[config.mk]
export PLATFORM = sky130hd
export DESIGN_NAME = sonar_rx_medida
export DESIGN_NICKNAME = d
export VERILOG_FILES = /design/src/rtl/sonar_rx_pkg.sv /design/src/rtl/rx_serial_7o1.sv /design/src/rtl/sonar_rx_medida.sv
export SDC_FILE = /design/constraint.sdc
export NUM_CORES = 1
export LEC_CHECK = 0
export CORE_MARGIN = 2
export CORE_UTILIZATION = 25
export CTS_CLUSTER_DIAMETER = 150
export DETAILED_ROUTE_END_ITERATION = 6
export GPL_TIMING_DRIVEN = 0
export PLACE_DENSITY = 0.49
export SLEW_MARGIN = 5
export SYNTH_ARGS = -nofsm -noshare
export SYNTH_HDL_FRONTEND = slang
export SYNTH_HIERARCHICAL = 1
export SYNTH_SLANG_ARGS = --single-unit
[constraint.sdc]
create_clock -name clock -period 2.3 [get_ports clock]
set_input_delay 0.23 -clock clock [delete_from_list [all_inputs] [get_ports clock]]
set_output_delay 0.23 -clock clock [all_outputs]
set_load 0.02 [all_outputs]
[src/rtl/sonar_rx_pkg.sv]
// Shared encodings and constants for the sonar serial receiver (7O1 link, "AAA,DDD#" frames).
// Optional odd-parity checking is enabled by defining SONAR_RX_PARITY_EN.
package sonar_rx_pkg;

  typedef enum logic [3:0] {
    INICIAL = 4'd0,
    A0      = 4'd1,
    A1      = 4'd2,
    A2      = 4'd3,
    VIRG    = 4'd4,
    D0      = 4'd5,
    D1      = 4'd6,
    D2      = 4'd7,
    FIM     = 4'd8
  } estado_t;

  typedef enum logic [2:0] {
    RX_IDLE,
    RX_START,
    RX_DATA,
    RX_PAR,
    RX_STOP
  } rx_estado_t;

  localparam logic [6:0] ASCII_VIRG = 7'h2C;
  localparam logic [6:0] ASCII_FIM  = 7'h23;
  localparam logic [6:0] ASCII_0    = 7'h30;

  localparam int BAUD_DIV_DEF = 434;
  localparam int TIMEOUT_DEF  = 2500000;

  function automatic logic is_digito(input logic [6:0] c);
    return (c >= ASCII_0) && (c <= ASCII_0 + 7'd9);
  endfunction

endpackage

[src/rtl/rx_serial_7o1.sv]
// 7O1 UART receiver: 2-flop line sync, mid-bit sampling, false-start rejection.
// SONAR_RX_PARITY_EN defined: odd parity checked; otherwise the parity bit is ignored.
module rx_serial_7o1
  import sonar_rx_pkg::*;
#(
  parameter int BAUD_DIV = BAUD_DIV_DEF
) (
  input  logic       clock,
  input  logic       reset,
  input  logic       entrada_serial,
  output logic [6:0] dado,
  output logic       dado_valido,
  output logic       erro_quadro
);

  localparam int CW = $clog2(BAUD_DIV);
  localparam logic [CW-1:0] FULL = CW'(BAUD_DIV - 1);
  localparam logic [CW-1:0] HALF = CW'(BAUD_DIV / 2 - 1);

  rx_estado_t    estado_q, estado_d;
  logic          sync1_q, sync1_d, sync2_q, sync2_d, lin_q, lin_d;
  logic [CW-1:0] cnt_q, cnt_d;
  logic [2:0]    bits_q, bits_d;
  logic [6:0]    shift_q, shift_d, dado_q, dado_d;
  logic          par_ok_q, par_ok_d, valido_q, valido_d, erro_q, erro_d;

  always_ff @(posedge clock or negedge reset) begin
    if (!reset) begin
      estado_q <= RX_IDLE;
      sync1_q  <= 1'b1;
      sync2_q  <= 1'b1;
      lin_q    <= 1'b1;
      cnt_q    <= '0;
      bits_q   <= '0;
      shift_q  <= '0;
      dado_q   <= '0;
      par_ok_q <= 1'b0;
      valido_q <= 1'b0;
      erro_q   <= 1'b0;
    end else begin
      estado_q <= estado_d;
      sync1_q  <= sync1_d;
      sync2_q  <= sync2_d;
      lin_q    <= lin_d;
      cnt_q    <= cnt_d;
      bits_q   <= bits_d;
      shift_q  <= shift_d;
      dado_q   <= dado_d;
      par_ok_q <= par_ok_d;
      valido_q <= valido_d;
      erro_q   <= erro_d;
    end
  end

  always_comb begin
    estado_d = estado_q;
    sync1_d  = entrada_serial;
    sync2_d  = sync1_q;
    lin_d    = sync2_q;
    cnt_d    = cnt_q;
    bits_d   = bits_q;
    shift_d  = shift_q;
    dado_d   = dado_q;
    par_ok_d = par_ok_q;
    valido_d = 1'b0;
    erro_d   = 1'b0;
    case (estado_q)
      RX_IDLE: begin
        cnt_d = '0;
        // a genuine start needs a high-to-low transition, so a low line after a bad stop is not re-read
        if (lin_q && !sync2_q) estado_d = RX_START;
      end
      RX_START: begin
        if (cnt_q == HALF) begin
          cnt_d    = '0;
          bits_d   = '0;
          estado_d = sync2_q ? RX_IDLE : RX_DATA;
        end else cnt_d = cnt_q + CW'(1);
      end
      RX_DATA: begin
        if (cnt_q == FULL) begin
          cnt_d   = '0;
          shift_d = {sync2_q, shift_q[6:1]};
          bits_d  = bits_q + 3'd1;
          if (bits_q == 3'd6) estado_d = RX_PAR;
        end else cnt_d = cnt_q + CW'(1);
      end
      RX_PAR: begin
        if (cnt_q == FULL) begin
          cnt_d    = '0;
`ifdef SONAR_RX_PARITY_EN
          par_ok_d = ^{shift_q, sync2_q};
`else
          par_ok_d = 1'b1;
`endif
          estado_d = RX_STOP;
        end else cnt_d = cnt_q + CW'(1);
      end
      RX_STOP: begin
        if (cnt_q == FULL) begin
          cnt_d    = '0;
          dado_d   = shift_q;
          valido_d = 1'b1;
          erro_d   = !sync2_q || !par_ok_q;
          estado_d = RX_IDLE;
        end else cnt_d = cnt_q + CW'(1);
      end
      default: estado_d = RX_IDLE;
    endcase
  end

  assign dado        = dado_q;
  assign dado_valido = valido_q;
  assign erro_quadro = erro_q;

endmodule

[src/rtl/sonar_rx_medida.sv]
// Sonar link receiver top: parses "AAA,DDD#" into BCD angle/distance with pronto/erro pulses.
// Parity checking in the character receiver is enabled by defining SONAR_RX_PARITY_EN.
module sonar_rx_medida
  import sonar_rx_pkg::*;
#(
  parameter int BAUD_DIV = BAUD_DIV_DEF,
  parameter int TIMEOUT  = TIMEOUT_DEF
) (
  input  logic        clock,
  input  logic        reset,
  input  logic        entrada_serial,
  output logic [11:0] angulo,
  output logic [11:0] distancia,
  output logic        pronto,
  output logic        erro,
  output logic [3:0]  db_estado
);

  localparam int TW = $clog2(TIMEOUT + 1);
  localparam logic [TW-1:0] TMAX = TW'(TIMEOUT - 1);

  logic [6:0] dado;
  logic       dado_valido, erro_quadro;

  rx_serial_7o1 #(.BAUD_DIV(BAUD_DIV)) u_rx (
    .clock         (clock),
    .reset         (reset),
    .entrada_serial(entrada_serial),
    .dado          (dado),
    .dado_valido   (dado_valido),
    .erro_quadro   (erro_quadro)
  );

  estado_t       estado_q, estado_d;
  logic [11:0]   sh_ang_q, sh_ang_d, sh_dist_q, sh_dist_d;
  logic [11:0]   ang_q, ang_d, dist_q, dist_d;
  logic          pronto_q, pronto_d, erro_q, erro_d;
  logic [TW-1:0] tmo_q, tmo_d;
  logic          espera_digito, aceita;

  always_ff @(posedge clock or negedge reset) begin
    if (!reset) begin
      estado_q  <= INICIAL;
      sh_ang_q  <= '0;
      sh_dist_q <= '0;
      ang_q     <= '0;
      dist_q    <= '0;
      pronto_q  <= 1'b0;
      erro_q    <= 1'b0;
      tmo_q     <= '0;
    end else begin
      estado_q  <= estado_d;
      sh_ang_q  <= sh_ang_d;
      sh_dist_q <= sh_dist_d;
      ang_q     <= ang_d;
      dist_q    <= dist_d;
      pronto_q  <= pronto_d;
      erro_q    <= erro_d;
      tmo_q     <= tmo_d;
    end
  end

  always_comb begin
    estado_d  = estado_q;
    sh_ang_d  = sh_ang_q;
    sh_dist_d = sh_dist_q;
    ang_d     = ang_q;
    dist_d    = dist_q;
    pronto_d  = 1'b0;
    erro_d    = 1'b0;
    espera_digito = (estado_q != A2) && (estado_q != D2);
    aceita = !erro_quadro &&
             (espera_digito ? is_digito(dado)
                            : (dado == ((estado_q == A2) ? ASCII_VIRG : ASCII_FIM)));
    if (estado_q == INICIAL || estado_q == FIM || dado_valido) tmo_d = '0;
    else tmo_d = tmo_q + TW'(1);

    case (estado_q)
      FIM: begin
        ang_d    = sh_ang_q;
        dist_d   = sh_dist_q;
        pronto_d = 1'b1;
        estado_d = INICIAL;
      end
      default: begin
        if (dado_valido) begin
          // a stray '#' while idle is just the tail of a frame we joined late
          if (estado_q == INICIAL && !erro_quadro && dado == ASCII_FIM) begin
            estado_d = INICIAL;
          end else if (aceita) begin
            estado_d = estado_t'(estado_q + 4'd1);
            case (estado_q)
              INICIAL: sh_ang_d[11:8]  = dado[3:0];
              A0:      sh_ang_d[7:4]   = dado[3:0];
              A1:      sh_ang_d[3:0]   = dado[3:0];
              VIRG:    sh_dist_d[11:8] = dado[3:0];
              D0:      sh_dist_d[7:4]  = dado[3:0];
              D1:      sh_dist_d[3:0]  = dado[3:0];
              default: ;
            endcase
          end else begin
            erro_d   = 1'b1;
            estado_d = INICIAL;
          end
        end else if (estado_q != INICIAL && tmo_q == TMAX) begin
          erro_d   = 1'b1;
          estado_d = INICIAL;
        end
      end
    endcase
  end

  assign angulo    = ang_q;
  assign distancia = dist_q;
  assign pronto    = pronto_q;
  assign erro      = erro_q;
  assign db_estado = estado_q;

endmodule

==> impl_metrics.tcl <==
set metrics [dict create \
    swShare_pct 25.84 \
    rsz0062_at_grt "true" \
    leakagePower_nw 2.799 \
    hpwl_mm 6.932 \
    antenna_cells 0 \
    worstReg2RegStart "db_estado[3]" \
    track_usage_pct 10.21 \
    cts_made_buffers 9 \
    min_period_over_period_pct 97.67 \
    path_clk_slew_ns 0.07 \
    wirelength_mm 10.30 \
    core_area_um2 19530 \
    p_comb_share_pct 9.1 \
    pre_cts_slack_ns -0.2028 \
    synthMostInstantiatedCell "dfrtp_1" \
    cp-end-kind "flip-flop" \
    skew_ns 0.008755 \
    drive_gt1_share_pct 20.08 \
    synth_cells 465 \
    rrSetupSlack_ns 0.05 \
    first_global_vias 3568 \
    synth_area_um2 4981 \
    worst_slack_ns 0.05353 \
    slew_headroom_pct 53.75 \
    critPathKind "flip-flop to flip-flop" \
    die_w_um 145.2 \
    row_count 51 \
    final_nets 531 \
    internal-power_w 0.002907 \
    ir_drop_mv 0.2469 \
    numPortBuffers 32 \
    arrival_ns 2.48 \
    powerDensity_nw_per_um2 641.7 \
    drt_iter0_drc 188 \
    via_count 3518 \
    syn2layout_area_growth_pct 22.63 \
    drcViolationCount 0 \
    grt_max_degree 88 \
    p_sw_w 0.001013 \
    ys_seq_area_share_pct 55.84 \
    syn_nets 478 \
    pwr-share-clk_pct 38.2 \
    async_flop_share_pct 100.0 \
    timing.setup.tns_ns 0 \
    worstPathMaxFanout 8 \
    yosysUniqueCellTypes 56 \
    cts_tree "done" \
    grt_first_pass_wirelength_mm 17.77 \
    synth_edf_count 0 \
    dieArea_um2 21070 \
    synthTopCellsByArea "dfrtp_1 (54%), nand2_1 (7.8%), mux2_2 (7.5%), nor2_1 (2.9%), ha_1 (2.5%)" \
    cts-htree-levels 3 \
    ys_ff_latch 111 \
    cts_buffer_depth 2 \
    yosys_warnings 6 \
    seqPwrFrac_pct 52.8 \
    io_pins 33 \
    min_path_type "input pin to async pin" \
    insertion_delay_ns 0.35 \
    setup_viol 0 \
    antenna_found_initial 0 \
    yosys.area.top_type "dfrtp_1" \
    ant_nets 0 \
    n_fill_cell 2035 \
    drt_pre_antenna_iters 6 \
    synth.avg_cell_area_um2 10.71 \
    fp.dieH_um 145.2 \
    initial_core_util_pct 25.51 \
    post_drt_wl_per_cell_um 13.07 \
    synthTopCellsByCount "dfrtp_1 (108), nand2_1 (104), nor2_1 (38)" \
    synth_top_area_share_pct 54.26 \
    hold_viol_final 0 \
    status "complete, no violations" \
    cts.sinks 111 \
    ys.flop_type "dfrtp_1" \
    max_freq_mhz 445.1 \
    rr_worst_depth 7 \
    maxSlewViolCount 0 \
    critPathLaunchType "flip-flop" \
    vias_per_cell 4.464 \
    period_needed_ns 2.246 \
    reg2reg_to "sh_dist_q[7]" \
    cap_violations 0 \
    tightest_slew_ns 0.6762 \
    grt_overflow 0 \
    clock-root-buffer "clkbuf_16" \
    place_congestion 0.7663 \
    cp.required_ns 2.53 \
]
-- critical path, stage by stage (launching register included) --
cell,delay (ns)
dfrtp_1,0.39
buf_6,0.14
nor2_4,0.11
nand3b_1,0.13
o41ai_4,0.40
nor2_4,0.08
or4b_4,0.55
mux2_4,0.32
-- cell usage in the layout (no fill, tap or decap), drive strengths merged, types with 10 or more instances in the layout --
cell type      count
nand3             17
clkdlybuf4s50     31
xor2              14
nor2              40
ha                10
inv               16
buf               17
mux2              38
clkbuf            17
nand2            104
dfrtp            108
-- how the worst max path moves through the flow --
| stage | startpoint | end | slack, ns |
|---|---|---|---|
| floorplan | db_estado[1] | sh_dist_q[7] | 0.001 |
| global placement | reset | db_estado[0] | -3.66 |
| detailed placement | db_estado[1] | sh_ang_q[2] | -0.20 |
| CTS | db_estado[1] | sh_dist_q[3] | 0.007 |
| global route | db_estado[3] | sh_dist_q[6] | -0.02 |
| finish | db_estado[3] | sh_dist_q[7] | 0.05 |
-- state kept, by name (all words and copies together) (netlist names), 3 cells and up --
signal	flops
tmo_q	22
angulo	12
distancia	12
sh_ang_q	12
sh_dist_q	12
u_rx/cnt_q	9
u_rx/dado	7
u_rx/shift_q	7
db_estado	4
u_rx/bits_q	3
u_rx/estado_q	3
-- power groups by stage --
stage	combinational (W)	sequential, W	clock (W)
floorplan	0.000241	0.00209	0
global placement	0.000338	0.00210	0
detailed placement	0.000359	0.00210	0
CTS	0.000360	0.00207	0.00156
global route	0.000401	0.00208	0.00164
finish	0.000355	0.00207	0.00150
-- metal layers --
layer	GRT usage (%)	part of all wire [%]	wire length [um]
met1	13.13	47	4882
met2	17.24	48	4990
met3	1.761	2.6	268
met4	3.824	1.5	157
met5	0	0	0
-- logic make-up (layout without fill, tap and decap cells) --
family | Yosys count | after routing | share of synthesized area [%]
simple gates | 211 | 211 | 20.30
xor+xnor | 20 | 20 | 3.517
compound gates | 44 | 44 | 6.154
fa+ha+maj | 10 | 10 | 2.512
buf+inv | 29 | 87 | 2.386
mux | 40 | 40 | 9.294
flops | 111 | 111 | 55.84
-- layout make-up --
class                           instances  area [um2]  share of cell area (%)
Tap cell                              265       331.6                   5.428
Buffer                                 14       83.83                   1.372
Inverter                               15       56.30                  0.9218
Sequential cell                       111        2790                   45.68
Multi-Input combinational cell        325        2143                   35.09
Clock inverter                          6       45.04                  0.7374
Timing Repair Buffer                   42       419.2                   6.862
Clock buffer                           10       239.0                   3.912
-- per-stage QoR --
step                instances  total power [W]  hold WS, ns  area (um2)  utilization (%)
floorplan                 465         0.002327     -0.06559        4982                -
global placement          762         0.002443       0.3466        5634            28.85
detailed placement        763         0.002463       0.1082        5663            29.00
CTS                       782         0.003988       0.2979        6005            30.75
global route              788         0.004121       0.3091        6108            31.28
finish                    788         0.003920       0.3100        6108            31.28
-- timing repair --
item / 4_1_cts / 5_1_grt
gates resized for setup: 10 / 18
hold buffers: 1 / 0
setup buffers: 2 / 6
endpoints found under the hold margin: 24 / 0
pin swaps: 2 / 7
setup endpoints to repair: 34 / 41
(Power assumes the default switching activity.)
